===== src/rtl/regfile_wb_arbiter.sv =====
// Register-file write-port arbiter: core write-back has priority, a colliding
// long-latency-unit result is parked and drained later, with a pending-write scoreboard.
module regfile_wb_arbiter #(
    parameter int DATA_W   = 32,
    parameter int MAX_WAIT = 4
) (
    input  logic              clk,
    input  logic              rst_n,
    input  logic              core_wb_en,
    input  logic [4:0]        core_rd,
    input  logic [DATA_W-1:0] core_data,
    input  logic              lu_valid,
    output logic              lu_ready,
    input  logic [4:0]        lu_rd,
    input  logic [DATA_W-1:0] lu_data,
    input  logic              issue_en,
    input  logic [4:0]        issue_rd,
    input  logic [4:0]        rs1_index,
    input  logic [4:0]        rs2_index,
    output logic              rs1_busy,
    output logic              rs2_busy,
    output logic              core_stall,
    output logic              issue_err,
    output logic              wb_en,
    output logic [4:0]        rd_index,
    output logic [DATA_W-1:0] wb_data
);

    localparam int CNT_W = $clog2(MAX_WAIT + 1);
    localparam logic [CNT_W-1:0] CNT_MAX = CNT_W'(MAX_WAIT);

    typedef enum logic [1:0] {IDLE, DEFER, FORCE} state_t;

    state_t              state_reg, state_next;
    logic                hold_vld_reg, hold_vld_next;
    logic [4:0]          hold_rd_reg, hold_rd_next;
    logic [DATA_W-1:0]   hold_data_reg, hold_data_next;
    logic [CNT_W-1:0]    wait_cnt_reg, wait_cnt_next;
    logic [31:0]         pending_reg, pending_next;
    logic                core_stall_reg;
    logic                issue_err_reg;

    logic                creq;
    logic                lu_commit;
    logic [4:0]          commit_rd;
    logic                issue_set;

    assign creq      = core_wb_en && (core_rd != 5'd0);
    assign issue_set = issue_en && (issue_rd != 5'd0);

    always_comb begin
        state_next     = state_reg;
        hold_vld_next  = hold_vld_reg;
        hold_rd_next   = hold_rd_reg;
        hold_data_next = hold_data_reg;
        wait_cnt_next  = wait_cnt_reg;
        lu_ready       = 1'b0;
        lu_commit      = 1'b0;
        commit_rd      = 5'd0;
        wb_en          = 1'b0;
        rd_index       = 5'd0;
        wb_data        = '0;

        case (state_reg)
            IDLE: begin
                lu_ready = 1'b1;
                if (creq) begin
                    wb_en    = 1'b1;
                    rd_index = core_rd;
                    wb_data  = core_data;
                    if (lu_valid) begin
                        hold_vld_next  = 1'b1;
                        hold_rd_next   = lu_rd;
                        hold_data_next = lu_data;
                        wait_cnt_next  = CNT_W'(1);
                        state_next     = DEFER;
                    end
                end else if (lu_valid) begin
                    // x0 results are accepted but never reach the register file
                    lu_commit = 1'b1;
                    commit_rd = lu_rd;
                    if (lu_rd != 5'd0) begin
                        wb_en    = 1'b1;
                        rd_index = lu_rd;
                        wb_data  = lu_data;
                    end
                end
            end

            DEFER: begin
                if (!creq) begin
                    lu_commit     = 1'b1;
                    commit_rd     = hold_rd_reg;
                    wb_en         = (hold_rd_reg != 5'd0);
                    rd_index      = wb_en ? hold_rd_reg : 5'd0;
                    wb_data       = wb_en ? hold_data_reg : '0;
                    hold_vld_next = 1'b0;
                    wait_cnt_next = '0;
                    state_next    = IDLE;
                end else begin
                    // The core still wins on the cycle the limit is reached
                    wb_en    = 1'b1;
                    rd_index = core_rd;
                    wb_data  = core_data;
                    if (wait_cnt_reg == CNT_MAX) begin
                        state_next = FORCE;
                    end else begin
                        wait_cnt_next = wait_cnt_reg + CNT_W'(1);
                    end
                end
            end

            FORCE: begin
                lu_commit     = 1'b1;
                commit_rd     = hold_rd_reg;
                wb_en         = (hold_rd_reg != 5'd0);
                rd_index      = wb_en ? hold_rd_reg : 5'd0;
                wb_data       = wb_en ? hold_data_reg : '0;
                hold_vld_next = 1'b0;
                wait_cnt_next = '0;
                state_next    = IDLE;
            end

            default: begin
                hold_vld_next = 1'b0;
                wait_cnt_next = '0;
                state_next    = IDLE;
            end
        endcase
    end

    // Per-register scoreboard update; a new issue outranks a same-cycle commit
    genvar gi;
    generate
        for (gi = 0; gi < 32; gi++) begin : g_pending
            if (gi == 0) begin : g_x0
                assign pending_next[gi] = 1'b0;
            end else begin : g_xn
                assign pending_next[gi] =
                    (pending_reg[gi] && !(lu_commit && (commit_rd == 5'(gi)))) ||
                    (issue_set && (issue_rd == 5'(gi)));
            end
        end
    endgenerate

    always_ff @(posedge clk) begin
        if (!rst_n) begin
            state_reg      <= IDLE;
            hold_vld_reg   <= 1'b0;
            hold_rd_reg    <= 5'd0;
            hold_data_reg  <= '0;
            wait_cnt_reg   <= '0;
            pending_reg    <= 32'd0;
            core_stall_reg <= 1'b0;
            issue_err_reg  <= 1'b0;
        end else begin
            state_reg      <= state_next;
            hold_vld_reg   <= hold_vld_next;
            hold_rd_reg    <= hold_rd_next;
            hold_data_reg  <= hold_data_next;
            wait_cnt_reg   <= wait_cnt_next;
            pending_reg    <= pending_next;
            core_stall_reg <= (state_next == FORCE);
            issue_err_reg  <= issue_set && pending_reg[issue_rd];
        end
    end

    assign core_stall = core_stall_reg;
    assign issue_err  = issue_err_reg;
    assign rs1_busy   = pending_reg[rs1_index];
    assign rs2_busy   = pending_reg[rs2_index];

endmodule


===== config.mk =====
export PLATFORM = sky130hd
export DESIGN_NAME = regfile_wb_arbiter
export DESIGN_NICKNAME = d
export VERILOG_FILES = /design/src/rtl/regfile_wb_arbiter.sv
export SDC_FILE = /design/constraint.sdc
export NUM_CORES = 1
export LEC_CHECK = 0
export ABC_CLOCK_PERIOD_IN_PS = 3400
export CAP_MARGIN = 15
export CORE_MARGIN = 5
export CORE_UTILIZATION = 45
export CTS_CLUSTER_DIAMETER = 80
export DETAILED_ROUTE_END_ITERATION = 7
export GPL_TIMING_DRIVEN = 0
export PLACE_DENSITY = 0.86
export SLEW_MARGIN = 0
export SYNTH_ARGS = -nofsm -noshare
export SYNTH_HDL_FRONTEND = slang
export SYNTH_SLANG_ARGS = --single-unit

===== constraint.sdc =====
create_clock -name clk -period 3.4 [get_ports clk]
set_input_delay 0.85 -clock clk [delete_from_list [all_inputs] [get_ports clk]]
set_output_delay 0.85 -clock clk [all_outputs]
set_load 0.1 [all_outputs]

After elaboration in Yosys (flattened, before gate mapping) --
Cells that the tools add are included.
Word-level totals: register bits after elaboration 76, input port bits 94, word-level logic and storage cells 288, output and inout bits 43
Cells by class: magnitude comparators 3, $add $sub $neg 1, mux-type cells 42, equal/unequal tests 69, reduce and logical (&&, ||, !) cells 165
Operators by type and width (number):
- == test 5 bit, second input constant | 32
- 2-to-1 mux 32 bit | 5
- logical AND 1 bit | 96
- case mux 32 bit (3 select lines) | 1
- == test 5 x 4 -> 1 bit, second input constant | 16
- == test 5 x 3 -> 1 bit, second input constant | 8
- 2-to-1 mux 5 bit | 8
- zero test 1 bit | 31
- logical OR 1 bit | 31
- case mux 5 bit (3 select lines) | 2
- == test 5 x 2 -> 1 bit, second input constant | 4
- nonzero test 5 bit | 4
- less-than comparator 5 x 6 -> 1 bit, second input constant | 3
- binary-select mux 1 bit (select 5 bit) | 3
- 2-to-1 mux 3 bit | 4
- 2-to-1 mux 1 bit | 11
- == test 5 x 1 -> 1 bit, second input constant | 2
- 2-to-1 mux 2 bit | 4
- case mux 1 bit (3 select lines) | 2
- case mux 3 bit (2 select lines) | 1
- AND reduction 3 bit | 2
- == test 2 bit, second input constant | 2
- != test 2 bit, second input constant | 2
- case mux 2 bit (2 select lines) | 1
- other kinds (5) | 5

Longest topological paths before layout --
depth after elaboration 9, gate-level depth with buffers 8, mapped depth without buffers 6

Least setup slack after synthesis --
OpenSTA, ideal clock, no wires.
kind input port to output port, start in core_rd[2], end out wb_data[30], data required time 2.550 ns, arrival time 4.217 ns, stages on the path 5, buffers on the path 1, slack -1.667 ns, cells stage by stage or4_4 -> o21ai_1 -> buf_2 -> nor2_1 -> o31ai_1
Between the ends: cells in the longest elaborated chain, start to end 4, elaborated cells between the ends (all ways) 5, classes of those cells 3 x mux; 2 x reduce/logical
RTL lines:
- start, declared | RTL line 10 | input logic [4:0] core_rd,
- nonzero test 5 bit * | RTL line 48 | assign creq = core_wb_en && (core_rd != 5'd0);
- logical AND 1 bit * | RTL line 48
- 2-to-1 mux 32 bit, on equally long branches | RTL line 91, 67
- case mux 32 bit (3 select lines) * | RTL line 64 | case (state_reg)
- end, declared | RTL line 26 | output logic [DATA_W-1:0] wb_data
Every way passes the cells marked *; elsewhere a longest branch is shown, timed or not.

Final worst setup path --
start in core_rd[1], end out wb_data[7]
Same word-level chain as after synthesis.

==> impl_metrics.toml <==
[route]
drt_iter0_drc = 964
route.vias.total = 6767
dr.pass1.iters = 8
vias_per_cell = 7.12
antenna_left = 0
wl_per_cell_um = 26.5
finalWirelength_mm = 25.2
remaining_drc_errors = 8

[sta]
fmax_mhz = 266
worst_slew_pin_slew_ps = 1220
whs_ps = 497
setup_viol = 37
finalHoldViolations = 0
final_max_slew_viol_count = 0
grt_setup_unrepaired = "yes"
finClkSkew_ps = 7.41
maxSlewHeadroom = 0.184
fin_crit_sh = 1.10
fin_ws_ps = -356
min_period_ps = 3760

[hold_path]
min_delay_worst_endpoint = "hold_data_reg[27]$_SDFFE_PN0P_"
hold_start = "hold_data_reg[27]$_SDFFE_PN0P_"
hold_depth = 2
hold_path_class = "reg2reg"

[worst_setup_path]
worstReg2RegStart = "state_reg[0]$_SDFF_PN0_"
path_max_fanout = 5
crit_required_ps = 2550
r2r_setup_slack_ps = 700
arrival_ps = 2910
start_kind = "input port"
path_class = "in2out"
reg2reg_to = "pending_reg[3]$_SDFF_PN0_"
endpoint_kind = "output pin"
r2r_cells = 6

[final_layout]
multi_input_area_sq_um = 4240
antennaDiodeCount = 0
syn_to_final_growth_pct = 71.0
seq_area_sq_um = 1500
fillers = 573
largest_register_ffs = 32
final_cells = 950
fin_area_sq_um = 8720
fin_nets = 902
drive_gt1_frac = 0.336

[die]
die_w_um = 116
ios = 137
core_area_sq_um = 11000
dieArea_sq_um = 13600
rows = 38
chipHeight_um = 116
start_util = 0.464

[clock_network]
clkLatencyLatePin_ps = 350
cts_inserted_buffers = 9
cts.sinks = 75
clk_pin_slew_ps = 60
clockBufferDepth = 2
postCtsHoldBufs = 0
cts_tree = "yes"
cts_root_buffer = "clkbuf_16"
h-tree-depth = 3

[power]
clockPowerShare = 0.369
p_per_area_nw_per_um2 = 379
combPwrFrac = 0.346
power_frac_seq = 0.285
p_sw_frac = 0.345
internal_power_mw = 2.17
p_switching_mw = 1.14
p_leak_nw = 3.14
max-vdd-ir-drop_mv = 0.294

[synth]
synth.most_common_cell = "nand2_1"
synth_edf_count = 0
yosys-top-cells-count = "120 x nand2_1, 75 x dfxtp_1, 73 x a21oi_1"
ys_dominant_reg_cell = "dfxtp_1"
synth-seq-cells = 75
syn_inst = 635
yosysTopAreaCellShare = 0.294
yosysTopAreaCell = "dfxtp_1"
synth_area_sq_um = 5100
seq_area_frac_synth = 0.294
syn_nets = 731
ys_warn_count = 0
synth_area_per_cell_sq_um = 8.03
ys_top_cells_by_area = "dfxtp_1 29%, mux4_2 12%, nand2_1 8.8%"
synthArstFlopShare = 0
ys_types = 53

[grt]
overflow = 0
grt_pass1_wl_mm = 37.4
first_global_vias = 6758
grt_max_degree = 13
grt_usage = 0.359
antenna_found_initial = 0

[place]
pre_cts_ws_ps = -2000
io_buffers = 130
place.gp.congestion = 0.944
hpwl_mm = 14.1
dpl-instance-area_sq_um = 7200
place_inst = 905

[run_status]
status = "finished with violations"
violations = "design-rule violations, negative setup slack"

[flow_run]
maxCapViolCount = 0
metrics by stage:
| step | utilization | power (mW) | TNS [ps] |
|---|---|---|---|
| final | 0.794 | 3.31 | -8810 |
| after global placement | 0.656 | 1.80 | -64310 |
| after CTS | 0.788 | 3.20 | -6210 |
| after floorplan | - | 1.54 | -3670 |
| after detailed placement | 0.656 | 1.82 | -68390 |
| after global routing | 0.794 | 3.37 | -9030 |
power by group through the flow:
stage | clock [mW] | combinational [mW] | sequential (mW)
global placement | 0 | 0.847 | 0.953
CTS | 1.19 | 1.08 | 0.937
finish | 1.22 | 1.14 | 0.942
floorplan | 0 | 0.591 | 0.949
detailed placement | 0 | 0.863 | 0.956
global route | 1.25 | 1.17 | 0.943
worst max-delay path by stage:
stage,startpoint,endpoint,depth (start not counted)
after global placement,core_rd[2],wb_data[2],8
after detailed placement,core_rd[2],wb_data[4],8
after global routing,core_rd[1],wb_data[0],11
final,core_rd[1],wb_data[7],11
after CTS,core_rd[4],wb_data[7],11
after floorplan,core_rd[2],wb_data[30],5
critical path, cell delays in order:
cell	delay, ps
buf_8	100
or4_4	560
o21a_4	260
nor3_4	200
buf_6	140
buf_12	120
buf_12	110
buf_8	110
a22oi_2	80
o2bb2ai_4	160
buf_12	200
repair_timing:
action / 4_1_cts / 5_1_grt
pin swaps: 28 / 21
resized for setup: 515 / 44
buffers inserted: 18 / 6
gates cloned: 7 / 0
endpoints found under the setup margin: 40 / 40
cells by family (layout without fill, tap and decap cells):
kind of cell | count (synthesis) | after routing | synth area share
mux | 34 | 34 | 0.134
simple gates | 233 | 233 | 0.206
flops | 75 | 75 | 0.294
buf+inv | 63 | 238 | 0.0542
fa+ha+maj | 2 | 2 | 0.00490
compound gates | 228 | 228 | 0.307
cell type report:
class,count,share of cell area
inverters,11,0.00473
multi-input cells,497,0.486
plain buffers,52,0.0449
clock inverters,5,0.0143
repair buffers,160,0.231
well taps,140,0.0201
flip-flops and latches,75,0.172
clock buffers,10,0.0274
per-layer routing:
metal | routed length [um] | part of all wire | GRT usage | vias up
met5 | 0 | 0 | 0 | -
met2 | 11600 | 0.46 | 0.569 | 663
met3 | 3180 | 0.13 | 0.107 | 221
li1 | - | - | - | 2719
met4 | 2080 | 0.082 | 0.232 | 0
met1 | 8330 | 0.33 | 0.421 | 3164
placed cells by master, fill, tap and decap left out, drive strengths merged, types with 6 or more instances in the layout:
cell and instances:
nor3 7, inv 11, nor2 60, a21oi 75, clkdlybuf4s50 78, clkbuf 48, nor3b 6, o21ai 48
nor2b 7, nand2 120, buf 94, dfxtp 75, a22oi 38, o2bb2ai 31, o31ai 6, mux4 27
a311oi 14
(Power assumes the default switching activity.)
